### src/rtl/upl_pkg.sv
// Shared UPL receive definitions: header word layout, decoded header type and unpacker states.
package upl_pkg;

  localparam logic [1:0] UPL_W_SRCIP = 2'd0;
  localparam logic [1:0] UPL_W_DSTIP = 2'd1;
  localparam logic [1:0] UPL_W_PORTS = 2'd2;
  localparam logic [1:0] UPL_W_LEN   = 2'd3;

  typedef struct packed {
    logic [31:0] src_ip;
    logic [31:0] dst_ip;
    logic [15:0] src_port;
    logic [15:0] dst_port;
    logic [15:0] length;
  } upl_hdr_t;

  localparam logic [2:0] ST_IDLE    = 3'd0;
  localparam logic [2:0] ST_ACK     = 3'd1;
  localparam logic [2:0] ST_HDR     = 3'd2;
  localparam logic [2:0] ST_PAYLOAD = 3'd3;
  localparam logic [2:0] ST_DROP    = 3'd4;

endpackage

### src/rtl/upl_udp_rx_unpack.sv
// UDP receive UPL unpacker: Request/Ack handshake, 4-word header decode, payload
// re-emitted with byte keep / last, optional destination-port filter and counters.
module upl_udp_rx_unpack
  import upl_pkg::*;
#(
  parameter int          PORT_FILTER = 1,
  parameter logic [15:0] MY_PORT     = 16'h4000
) (
  input  logic        clk,
  input  logic        reset,
  input  logic        UPLin_Request,
  output logic        UPLin_Ack,
  input  logic        UPLin_Enable,
  input  logic [31:0] UPLin_Data,
  output logic        hdr_valid,
  output logic [31:0] src_ip,
  output logic [31:0] dst_ip,
  output logic [15:0] src_port,
  output logic [15:0] dst_port,
  output logic [15:0] length,
  output logic        pl_valid,
  output logic [31:0] pl_data,
  output logic [3:0]  pl_keep,
  output logic        pl_last,
  output logic [15:0] pkt_count,
  output logic [15:0] drop_count,
  output logic [15:0] err_count
);

  localparam bit FILTER_ON = (PORT_FILTER != 0);

  logic [2:0]  state;
  logic [1:0]  idx;
  logic [31:0] w0_q;
  logic [31:0] w1_q;
  logic [31:0] w2_q;
  logic [15:0] remaining;
  logic        emitted;
  upl_hdr_t    hdr;

  assign src_ip   = hdr.src_ip;
  assign dst_ip   = hdr.dst_ip;
  assign src_port = hdr.src_port;
  assign dst_port = hdr.dst_port;
  assign length   = hdr.length;

  function automatic logic [3:0] keep_from_rem(input logic [15:0] rem);
    case (rem)
      16'd1:   keep_from_rem = 4'b1000;
      16'd2:   keep_from_rem = 4'b1100;
      16'd3:   keep_from_rem = 4'b1110;
      default: keep_from_rem = 4'b1111;
    endcase
  endfunction

  always_ff @(posedge clk or posedge reset) begin
    if (reset) begin
      state      <= ST_IDLE;
      idx        <= '0;
      w0_q       <= '0;
      w1_q       <= '0;
      w2_q       <= '0;
      remaining  <= '0;
      emitted    <= 1'b0;
      hdr        <= '0;
      UPLin_Ack  <= 1'b0;
      hdr_valid  <= 1'b0;
      pl_valid   <= 1'b0;
      pl_data    <= '0;
      pl_keep    <= '0;
      pl_last    <= 1'b0;
      pkt_count  <= '0;
      drop_count <= '0;
      err_count  <= '0;
    end else begin
      hdr_valid <= 1'b0;
      pl_valid  <= 1'b0;
      pl_last   <= 1'b0;
      pl_keep   <= '0;
      case (state)
        ST_IDLE: begin
          if (UPLin_Request) begin
            UPLin_Ack <= 1'b1;
            state     <= ST_ACK;
          end
        end
        ST_ACK: begin
          if (UPLin_Enable) begin
            UPLin_Ack <= 1'b0;
            w0_q      <= UPLin_Data;
            idx       <= UPL_W_SRCIP + 2'd1;
            state     <= ST_HDR;
          end else if (!UPLin_Request) begin
            UPLin_Ack <= 1'b0;
            state     <= ST_IDLE;
          end
        end
        ST_HDR: begin
          if (!UPLin_Enable) begin
            err_count <= err_count + 16'd1;
            state     <= ST_IDLE;
          end else begin
            idx <= idx + 2'd1;
            case (idx)
              UPL_W_DSTIP: w1_q <= UPLin_Data;
              UPL_W_PORTS: w2_q <= UPLin_Data;
              UPL_W_LEN: begin
                hdr <= '{src_ip: w0_q, dst_ip: w1_q, src_port: w2_q[31:16],
                         dst_port: w2_q[15:0], length: UPLin_Data[15:0]};
                hdr_valid <= 1'b1;
                remaining <= UPLin_Data[15:0];
                emitted   <= 1'b0;
                // Filtering wins over the zero-length shortcut so drops are always counted.
                if (FILTER_ON && (w2_q[15:0] != MY_PORT)) begin
                  state <= ST_DROP;
                end else if (UPLin_Data[15:0] == 16'd0) begin
                  pkt_count <= pkt_count + 16'd1;
                  state     <= ST_IDLE;
                end else begin
                  state <= ST_PAYLOAD;
                end
              end
              default: ;
            endcase
          end
        end
        ST_PAYLOAD: begin
          if (UPLin_Enable) begin
            pl_valid <= 1'b1;
            pl_data  <= UPLin_Data;
            emitted  <= 1'b1;
            if (remaining <= 16'd4) begin
              pl_last   <= 1'b1;
              pl_keep   <= keep_from_rem(remaining);
              pkt_count <= pkt_count + 16'd1;
              state     <= ST_IDLE;
            end else begin
              pl_keep   <= 4'hF;
              remaining <= remaining - 16'd4;
            end
          end else begin
            // pl_last without pl_valid tells the consumer the packet was cut short.
            pl_last   <= emitted;
            err_count <= err_count + 16'd1;
            state     <= ST_IDLE;
          end
        end
        ST_DROP: begin
          if (!UPLin_Enable) begin
            drop_count <= drop_count + 16'd1;
            state      <= ST_IDLE;
          end
        end
        default: state <= ST_IDLE;
      endcase
    end
  end

endmodule

### config.mk
export PLATFORM = sky130hd
export DESIGN_NAME = upl_udp_rx_unpack
export DESIGN_NICKNAME = d
export VERILOG_FILES = /design/src/rtl/upl_pkg.sv /design/src/rtl/upl_udp_rx_unpack.sv
export SDC_FILE = /design/constraint.sdc
export NUM_CORES = 1
export LEC_CHECK = 0
export BUFFER_PORTS_ARGS = -buffer_cell sky130_fd_sc_hd__buf_2
export CAP_MARGIN = 20
export CORE_MARGIN = 4
export CORE_UTILIZATION = 50
export DETAILED_ROUTE_END_ITERATION = 8
export GPL_TIMING_DRIVEN = 0
export PLACE_DENSITY_LB_ADDON = 0.2
export SYNTH_ARGS = -nofsm -noshare
export SYNTH_HDL_FRONTEND = slang
export SYNTH_SLANG_ARGS = --single-unit
### constraint.sdc
create_clock -name clk -period 8.6 [get_ports clk]
set_input_delay 0.43 -clock clk [delete_from_list [all_inputs] [get_ports clk]]
set_output_delay 0.43 -clock clk [all_outputs]
set_load 0.01 [all_outputs]
==> flow_metrics.py, run 1 <==
metrics = {
    "synthesis": {
        "synth_seq_cells": 317,
        "synthTopCellsByCount": "376 x nand2_1, 317 x dfrtp_1, 127 x mux2_2",
        "seq_area_frac_synth_pct": 62.42,
        "synthAdderAreaFrac_pct": 0.8861,
        "async_reset_ff_share_pct": 100.0,
        "yosys-top-cells-area": "dfrtp_1 62%, mux2_2 11%, nand2_1 11%",
        "yosys.area.top_type_share_pct": 62.42,
        "netlist_instances": 1131,
        "yosys.area_share.simple_pct": 16.80,
        "synth-compound-area-share_pct": 3.141,
        "synthMuxAreaShare_pct": 11.50,
        "synth_edf_count": 0,
        "synth_area_um2": 12710,
        "yosysMostFrequentCell": "nand2_1",
        "syn-num-nets": 1176,
        "synth_ff_type": "dfrtp_1",
        "synthXorXnorAreaFrac_pct": 3.170,
        "syn_avg_cell_area_um2": 11.24,
        "ys_types": 55,
        "synth_warnings": 0,
        "yosys.area.top_type": "dfrtp_1",
        "synth_top_family_by_area": "simple AND/OR/NAND/NOR gates",
    },
    "clocking": {
        "cts_made_buffers": 36,
        "h-tree-depth": 2,
        "clk_pin_slew_ns": 0.06,
        "cts_tree": "yes",
        "hold_buffers": 0,
        "cts_num_sinks": 317,
        "cts.path.max_buffers": 3,
        "cts-root-buf": "clkbuf_16",
        "post_cts_buffers": 0,
        "cts_resized": 0,
        "insertion_delay_ns": 0.51,
    },
    "routing": {
        "first_iter_violations": 741,
        "vias_per_cell": 5.217,
        "dr.pass1.iters": 5,
        "drcViolationCount": 0,
        "antenna_left": 0,
        "post_drt_wl_per_cell_um": 18.14,
        "routed_wl_mm": 31.99,
        "vias": 9198,
    },
    "setup_path": {
        "r2r_cells": 9,
        "r2r_end": "src_port[8]",
        "r2r-start": "state[2]",
        "crit_chain": "buf_2, and2b_1, nand2_1, nor2_2, nand2_1, clkbuf_1, clkbuf_1, nand2_1, nand2_1",
        "critical-path-slowest-cell": "clkbuf_1",
        "crit_path_max_fanout": 10,
        "slowest_delay_ns": 0.55,
        "cpMostUsedCell": "nand2_1",
        "crit_arrival_ns": 3.24,
        "start_kind": "register",
        "required_ns": 9.04,
        "path_class": "register to register",
        "r2r_setup_slack_ns": 5.79,
        "worst_setup_path_end_kind": "register",
    },
    "power": {
        "intPower_uw": 3462,
        "p_switching_uw": 1567,
        "power_frac_comb_pct": 25.3,
        "p_leak_uw": 0.008413,
        "ir_drop_mv": 0.1957,
        "power_uw": 5029,
        "p_per_area_nw_per_um2": 322.4,
        "clock_power_share_pct": 29.2,
        "p_seq_share_pct": 45.5,
        "switching_share_pct": 31.15,
    },
    "final_layout": {
        "multiInputGateArea_um2": 4511,
        "final_area_um2": 15600,
        "drive_gt1_share_pct": 31.61,
        "nets": 1456,
        "fin_util_pct": 62.12,
        "antenna_cells": 0,
        "area_growth_pct": 22.74,
        "n_fill_cell": 2144,
        "regArea_um2": 7933,
    },
    "flow_run": {
        "drv_cap": 0,
    },
    "floorplan": {
        "die_h_um": 167.4,
        "pin_count": 236,
        "die_w_um": 167.4,
        "die-area_um2": 28030,
        "rows": 58,
        "core_area_um2": 25110,
        "start_util_pct": 50.61,
    },
    "place": {
        "io_buffer_count": 234,
        "hpwl_mm": 22.23,
        "dpl_cell_area_um2": 14460,
        "routabilityCongestion": 0.8844,
    },
    "sta": {
        "finalHoldViolations": 0,
        "setup_viol": 0,
        "clock.fmax_ghz": 0.3561,
        "skew_ns": 0.01731,
        "rsz0062_at_grt": "no",
        "max-slew-margin-rel_pct": 49.00,
        "fin_tns_setup_ns": 0,
        "worst-slew-pin-transition_ns": 0.7634,
        "slew_violations": 0,
        "min_period_over_period_pct": 32.66,
        "fin_crit_ns": 2.809,
        "fin_hold_ws_ns": 0.05413,
    },
    "min_path": {
        "hold_path.class": "primary input to async pin",
    },
    "status": {
        "status": "completed",
    },
    "grt": {
        "overflow": 0,
        "first_global_vias": 9368,
        "grtUsageTotal_pct": 23.13,
        "grt_pass1_wl_mm": 51.93,
        "antenna_found_initial": 0,
        "grt_max_degree": 43,
    },
}
-- layout by cell type, fill, tap and decap left out, types with 6 or more instances in the layout --
master and count:
buf_1 9, buf_12 7, buf_2 248, ha_1 9, nor3_1 11, clkbuf_16 37, nand4_1 7, xor2_1 23
inv_1 11, and3_1 14, clkbuf_1 30, xnor2_1 23, clkinv_2 8, a21oi_1 23, o21ai_0 10, nor2_1 29
nand3_1 20, nor4_1 11, dfrtp_1 317, or3_1 6, o21ai_1 11, mux2_2 127, nand2_1 376
-- layout make-up --
type,count,area share (%)
buffer,50,1.388
multi-input combinational,751,28.92
clock inverter,12,0.7540
inverter,13,0.3369
sequential,317,50.85
timing repair buffer,242,8.583
tap,330,2.647
clock buffer,48,6.521
-- registers in the layout, summed over array words and instances, names as in the netlist --
| register | cells |
|---|---|
| emitted | 1 |
| pkt_count | 16 |
| dst_port | 16 |
| w2_q | 32 |
| length | 16 |
| state | 3 |
| w1_q | 32 |
| pl_last | 1 |
| remaining | 16 |
| UPLin_Ack | 1 |
| hdr_valid | 1 |
| idx | 2 |
| pl_data | 32 |
| src_ip | 32 |
| err_count | 16 |
| src_port | 16 |
| w0_q | 32 |
| dst_ip | 32 |
| pl_keep | 4 |
| drop_count | 16 |
-- power groups by stage --
stage	sequential, uW	clock [uW]	combinational [uW]
after floorplan	2370	0	693
after global placement	2290	0	1240
after detailed placement	2310	0	1280
after CTS	2290	1500	1290
after global routing	2360	1560	1420
final	2290	1470	1270
-- per-stage QoR --
step | setup WS (ns) | std cells
after detailed placement | 5.688 | 1703
after floorplan | 3.945 | 1131
after CTS | 5.727 | 1763
after global routing | 5.509 | 1763
final | 5.791 | 1763
after global placement | 2.092 | 1695
-- logic make-up after synthesis --
| group | Yosys count |
|---|---|
| AO/OA/AOI/OAI | 66 |
| multiplexers | 130 |
| AND/OR/NAND/NOR | 500 |
| buffers and inverters | 63 |
| adder cells (fa/ha/maj) | 9 |
| XOR/XNOR | 46 |
| flip-flops | 317 |
-- metal layers --
layer | global-route usage [%] | part of all wire, %
met1 | 32.44 | 43
met2 | 36.84 | 47
met3 | 4.769 | 6.3
met4 | 7.057 | 2.8
met5 | 0 | 0
-- worst max-delay path: cells and delay by family (launching register included) --
family	cells	cell delay, ns
buf+inv	3	1.27
flops	1	0.32
simple gates	6	1.13
-- worst max-delay path by stage --
stage	to	cells past startpoint	start	slack, ns
final	src_port[8]	9	state[2]	5.79
after global routing	src_port[6]	9	state[2]	5.51
after CTS	src_port[8]	9	state[2]	5.73
after detailed placement	src_port[7]	9	UPLin_Enable	5.69
after global placement	pkt_count[1]	2	reset	2.09
after floorplan	UPLin_Ack	1	reset	3.95
Note: power is estimated with default switching activity, not from simulation.
==> run 2, diff against run 1 <==
- ABC_AREA: not set -> 1
- CORE_UTILIZATION: 50 -> 56
- clock period: 8.6 -> 2.93 ns (I/O delays scaled with it)
==> flow_metrics.py, run 2 <==
metrics = {
    "sta": {
        "fin_hold_ws_ns": 0.006803,
        "rsz0062_at_grt": "no",
        "skew_ns": 0.02030,
        "finalHoldViolations": 0,
        "worst-slew-pin-transition_ns": 0.5490,
        "fin_crit_ns": 1.962,
        "min_period_over_period_pct": 66.97,
        "clock.fmax_ghz": 0.5096,
        "max-slew-margin-rel_pct": 63.40,
        "slew_violations": 0,
        "setup_viol": 0,
    },
    "clocking": {
        "h-tree-depth": 2,
        "cts-root-buf": "clkbuf_16",
        "clk_pin_slew_ns": 0.06,
        "cts_made_buffers": 35,
        "cts_resized": 0,
        "cts.path.max_buffers": 3,
        "cts_num_sinks": 317,
        "cts_tree": "yes",
        "insertion_delay_ns": 0.51,
    },
    "flow_run": {
        "drv_cap": 0,
    },
    "routing": {
        "dr.pass1.iters": 5,
        "first_iter_violations": 722,
        "vias_per_cell": 5.238,
        "drcViolationCount": 0,
        "post_drt_wl_per_cell_um": 16.66,
        "vias": 11170,
        "antenna_left": 0,
        "routed_wl_mm": 35.53,
    },
    "synthesis": {
        "syn_avg_cell_area_um2": 8.765,
        "synth_warnings": 0,
        "yosys.area.top_type": "dfrtp_1",
        "synth_ff_type": "dfrtp_1",
        "yosys.area.top_type_share_pct": 60.02,
        "synth_edf_count": 0,
        "yosysMostFrequentCell": "nand2_1",
        "ys_types": 32,
        "syn-num-nets": 1553,
        "synth_area_um2": 13220,
        "synth_seq_cells": 317,
        "seq_area_frac_synth_pct": 60.02,
        "yosys-top-cells-area": "dfrtp_1 60%, nand2_1 17%, o21ai_0 7.1%",
        "synthTopCellsByCount": "604 x nand2_1, 317 x dfrtp_1, 187 x o21ai_0",
        "async_reset_ff_share_pct": 100.0,
        "netlist_instances": 1508,
    },
    "place": {
        "io_buffer_count": 235,
        "routabilityCongestion": 0.9050,
        "hpwl_mm": 25.22,
    },
    "final_layout": {
        "n_fill_cell": 1838,
        "drive_gt1_share_pct": 19.95,
        "mostFrequentLayoutCell": "nand2_1",
        "fin_util_pct": 70.69,
        "regArea_um2": 7933,
        "multiInputGateArea_um2": 4564,
        "antenna_cells": 0,
        "nets": 1841,
        "area_growth_pct": 22.55,
        "final_cell_mix": "604 x nand2_1, 317 x dfrtp_1, 265 x buf_2",
    },
    "setup_path": {
        "worst_setup_path_end_kind": "register",
        "cpMostUsedCell": "nand2_1",
        "start_kind": "register",
        "critical-path-slowest-cell": "dfrtp_1",
        "critPathBufInv": 4,
        "slowest_delay_ns": 0.38,
        "path_class": "register to register",
        "critPathTopFamily": "simple AND/OR/NAND/NOR gates",
        "crit_arrival_ns": 2.33,
        "crit_path_max_fanout": 10,
        "required_ns": 3.30,
        "crit_chain": "inv_1, ha_1, inv_1, nand2_1, nand2_1, nor2_1, nand2_1, nand2_2, inv_2, buf_2, nand2_1, o21ai_0",
    },
    "grt": {
        "grt_pass1_wl_mm": 56.80,
        "antenna_found_initial": 1,
        "grtUsageTotal_pct": 27.17,
        "first_global_vias": 10740,
        "overflow": 0,
        "grt_max_degree": 44,
    },
    "power": {
        "p_per_area_nw_per_um2": 908.0,
        "p_leak_uw": 0.008910,
        "ir_drop_mv": 0.6082,
    },
    "status": {
        "status": "completed",
    },
    "floorplan": {
        "rows": 55,
        "start_util_pct": 57.68,
        "die_h_um": 161.6,
        "core_area_um2": 22920,
        "pin_count": 236,
        "die_w_um": 161.6,
        "die-area_um2": 26120,
    },
    "min_path": {
        "hold_path.class": "primary input to register",
    },
}
run 2: cell types whose count changed after synthesis, moves of 22 or more:
cell     before  now
nand2_1     376  604
o21ai_0      10  187
mux2_2      127    1
inv_1        12  109
nor2_1       29   67
nand3_1      20   42
run 2: cell families (layout without fill, tap and decap cells):
| group | count (synthesis) | count (layout) | share of synthesized area (%) |
|---|---|---|---|
| AND/OR/NAND/NOR | 770 | 770 | 23.71 |
| flip-flops | 317 | 317 | 60.02 |
| AO/OA/AOI/OAI | 206 | 206 | 7.895 |
| buffers and inverters | 175 | 487 | 5.452 |
| XOR/XNOR | 30 | 30 | 1.988 |
| adder cells (fa/ha/maj) | 9 | 9 | 0.8520 |
| multiplexers | 1 | 1 | 0.08519 |
run 2: final cells by class:
class	instances	area share [%]
buffer	60	1.784
multi-input combinational	1016	28.18
clock buffer	45	6.010
tap	313	2.418
sequential	317	48.97
clock inverter	16	1.205
inverter	115	2.688
timing repair buffer	251	8.744
run 2: through the flow:
stage | instances | total power, uW | setup slack (ns) | instance area [um^2] | setup TNS (ns)
3_3_place_gp | 2056 | 10100 | -3.192 | 14790 | -1001.37
6_report | 2133 | 14710 | 0.9677 | 16200 | 0
4_1_cts | 2133 | 14780 | 0.9917 | 16200 | 0
5_1_grt | 2133 | 15570 | 0.7235 | 16200 | 0
2_1_floorplan | 1508 | 8717 | -1.441 | 13220 | -456.90
3_5_place_dp | 2064 | 10270 | 0.9629 | 14950 | 0
run 2: path summary, 6_finish.rpt:
path                       cells after the start  slack, ns            end           start
min reg2reg                                    2       0.46    src_port[6]     src_port[6]
max in group asynchronous                      7       1.52        w2_q[3]           reset
max reg2reg                                   12       0.97   remaining[5]    remaining[2]
max                                           12       0.97   remaining[5]    remaining[2]
min                                            3      0.007    pl_data[18]  UPLin_Data[18]
min in group asynchronous                      3       0.12  drop_count[5]           reset
run 2: report_power, final:
group          internal, uW  total, uW  switching, uW
sequential             5740       6630            887
combinational          1360       3630           2270
clock                  2710       4450           1740
total                  9810      14700           4900
run 2: what timing repair did:
item / in CTS / in global routing
hold buffers: 8 / 0
endpoints found under the hold margin: 50 / 0
buffers inserted: 0 / 0
run 2: tightest hold or removal path, stage by stage:
cell and delay [ns]:
buf_2 0.08, inv_1 0.09, o21ai_0 0.16
run 2: layer usage:
| layer | wire (um) | global-route usage (%) | up-vias |
|---|---|---|---|
| met5 | 0 | 0 | - |
| met4 | 907 | 6.997 | 0 |
| met3 | 2734 | 5.410 | 66 |
| met2 | 17160 | 45.30 | 405 |
| met1 | 14730 | 37.11 | 5361 |
| li1 | - | - | 5341 |
==> run 3, diff against run 2 <==
- CORE_UTILIZATION: 56 -> 50
- clock period: 2.93 -> 1.6 ns (I/O delays scaled with it)
==> flow_metrics.py, run 3 (same netlist as run 2, synthesis figures left out) <==
metrics = {
    "clocking": {
        "cts.path.max_buffers": 3,
        "h-tree-depth": 2,
        "cts_num_sinks": 317,
        "insertion_delay_ns": 0.52,
        "cts_made_buffers": 35,
        "clk_pin_slew_ns": 0.06,
        "cts_tree": "yes",
        "cts-root-buf": "clkbuf_16",
    },
    "routing": {
        "antenna_left": 0,
        "vias": 11830,
        "routed_wl_mm": 40.03,
        "vias_per_cell": 5.314,
        "dr.pass1.iters": 6,
        "drcViolationCount": 0,
        "post_drt_wl_per_cell_um": 17.98,
        "first_iter_violations": 1015,
    },
    "grt": {
        "grtUsageTotal_pct": 26.32,
        "grt_pass1_wl_mm": 60.61,
        "antenna_found_initial": 0,
        "first_global_vias": 11340,
        "grt_max_degree": 43,
        "overflow": 0,
    },
    "floorplan": {
        "pin_count": 236,
        "core_area_um2": 26060,
        "die_w_um": 170.6,
        "die_h_um": 170.6,
        "start_util_pct": 50.72,
        "die-area_um2": 29100,
        "rows": 59,
    },
    "place": {
        "hpwl_mm": 26.07,
        "dp_cells": 2086,
        "routabilityCongestion": 0.8776,
        "dp_slack_ns": -0.3873,
        "io_buffer_count": 235,
        "dpl_cell_area_um2": 15000,
    },
    "sta": {
        "worst-slew-pin-transition_ns": 0.6130,
        "fin_tns_setup_ns": -5.255,
        "finalWorstSetupSlack_ns": -0.1055,
        "slew_violations": 0,
        "setup_viol": 107,
        "min_period_over_period_pct": 106.6,
        "max-slew-margin-rel_pct": 59.09,
        "fin_crit_ns": 1.706,
        "skew_ns": 0.01459,
        "clock.fmax_ghz": 0.5863,
        "finalHoldViolations": 0,
        "rsz0062_at_grt": "yes",
    },
    "flow_run": {
        "drv_cap": 0,
    },
    "power": {
        "p_per_area_nw_per_um2": 1562,
        "ir_drop_mv": 1.303,
        "p_leak_uw": 0.009609,
    },
    "min_path": {
        "hold_path.class": "primary input to register",
    },
    "final_layout": {
        "fin_util_pct": 68.43,
        "fin_cells": 2226,
        "area_growth_pct": 34.90,
        "final_area_um2": 17830,
        "final_cell_mix": "543 x nand2_1, 316 x dfrtp_1, 241 x buf_2",
        "nets": 1913,
        "mostFrequentLayoutCell": "nand2_1",
        "drive_gt1_share_pct": 28.94,
    },
    "status": {
        "violations": "setup timing",
        "status": "finished with violations",
    },
    "setup_path": {
        "path_class": "register to register",
        "start_kind": "register",
        "required_ns": 2.05,
        "crit_path_max_fanout": 7,
        "worst_setup_path_end_kind": "register",
        "crit_arrival_ns": 2.16,
    },
}
[run 3: changes by cell type in the layout (fill, tap and decap cells not counted), moves of 24 or more]
cell,previous run,this run
nand2_1,604,543
o21ai_0,187,140
nand2_2,7,51
buf_4,3,42
o21ai_1,11,48
nor2_1,67,42
buf_2,265,241
buf_6,2,26
[run 3: path summary, 6_finish.rpt]
kind | from | endpoint | slack, ns | cells past startpoint
min reg2reg | src_ip[11] | src_ip[11] | 0.46 | 2
max in group asynchronous | reset | src_port[3] | 0.36 | 6
min | UPLin_Data[7] | length[7] | 0.006 | 3
min in group asynchronous | reset | w1_q[29] | 0.17 | 3
max | state[1] | src_ip[29] | -0.11 | 9
max reg2reg | state[1] | src_ip[29] | -0.11 | 9
[run 3: metal layers]
metal  track usage (%)  wire length, um
met5                 0                0
met4             8.889             1226
met1             36.76            16940
met2             42.38            18970
met3             4.344             2897
[run 3: power breakdown]
part,total [uW],switching (uW),internal (uW)
logic,8080,4760,3320
registers,12300,1790,10500
clock network,7460,3210,4250
total,27800,9750,18100
[run 3: cell type report]
cell class	count	area [um^2]
Clock buffer	52	980.9
Clock inverter	7	52.55
Multi-Input combinational cell	1016	5105
Fill cell	2049	8228
Timing Repair Buffer	323	2251
Tap cell	335	419.2
Sequential cell	317	7934
Inverter	115	459.2
Buffer	60	626.9
Antenna cell	1	2.502
[run 3: stage by stage]
step           power (uW)  hold WS [ns]
3_5_place_dp        18870        0.1695
3_3_place_gp        18570        0.3246
2_1_floorplan       16000        0.2100
6_report            27840      0.006161
4_1_cts             27050     0.0005959
5_1_grt             29450       0.04114
[run 3: critical path, stage by stage, from the launching register on]
cell     delay (ns)
dfrtp_1        0.42
inv_2          0.10
nor2_4         0.17
nand3_4        0.14
nor2_4         0.21
buf_12         0.16
buf_12         0.15
buf_6          0.14
nand2_1        0.07
nand2_1        0.07
[run 3: repair_timing]
action,4_1_cts,5_1_grt
pin swaps,18,47
gates resized for setup,155,224
hold endpoints to repair,92,0
buffers inserted,28,13
cloned,5,8
setup endpoints to repair,290,292
hold buffers,26,0
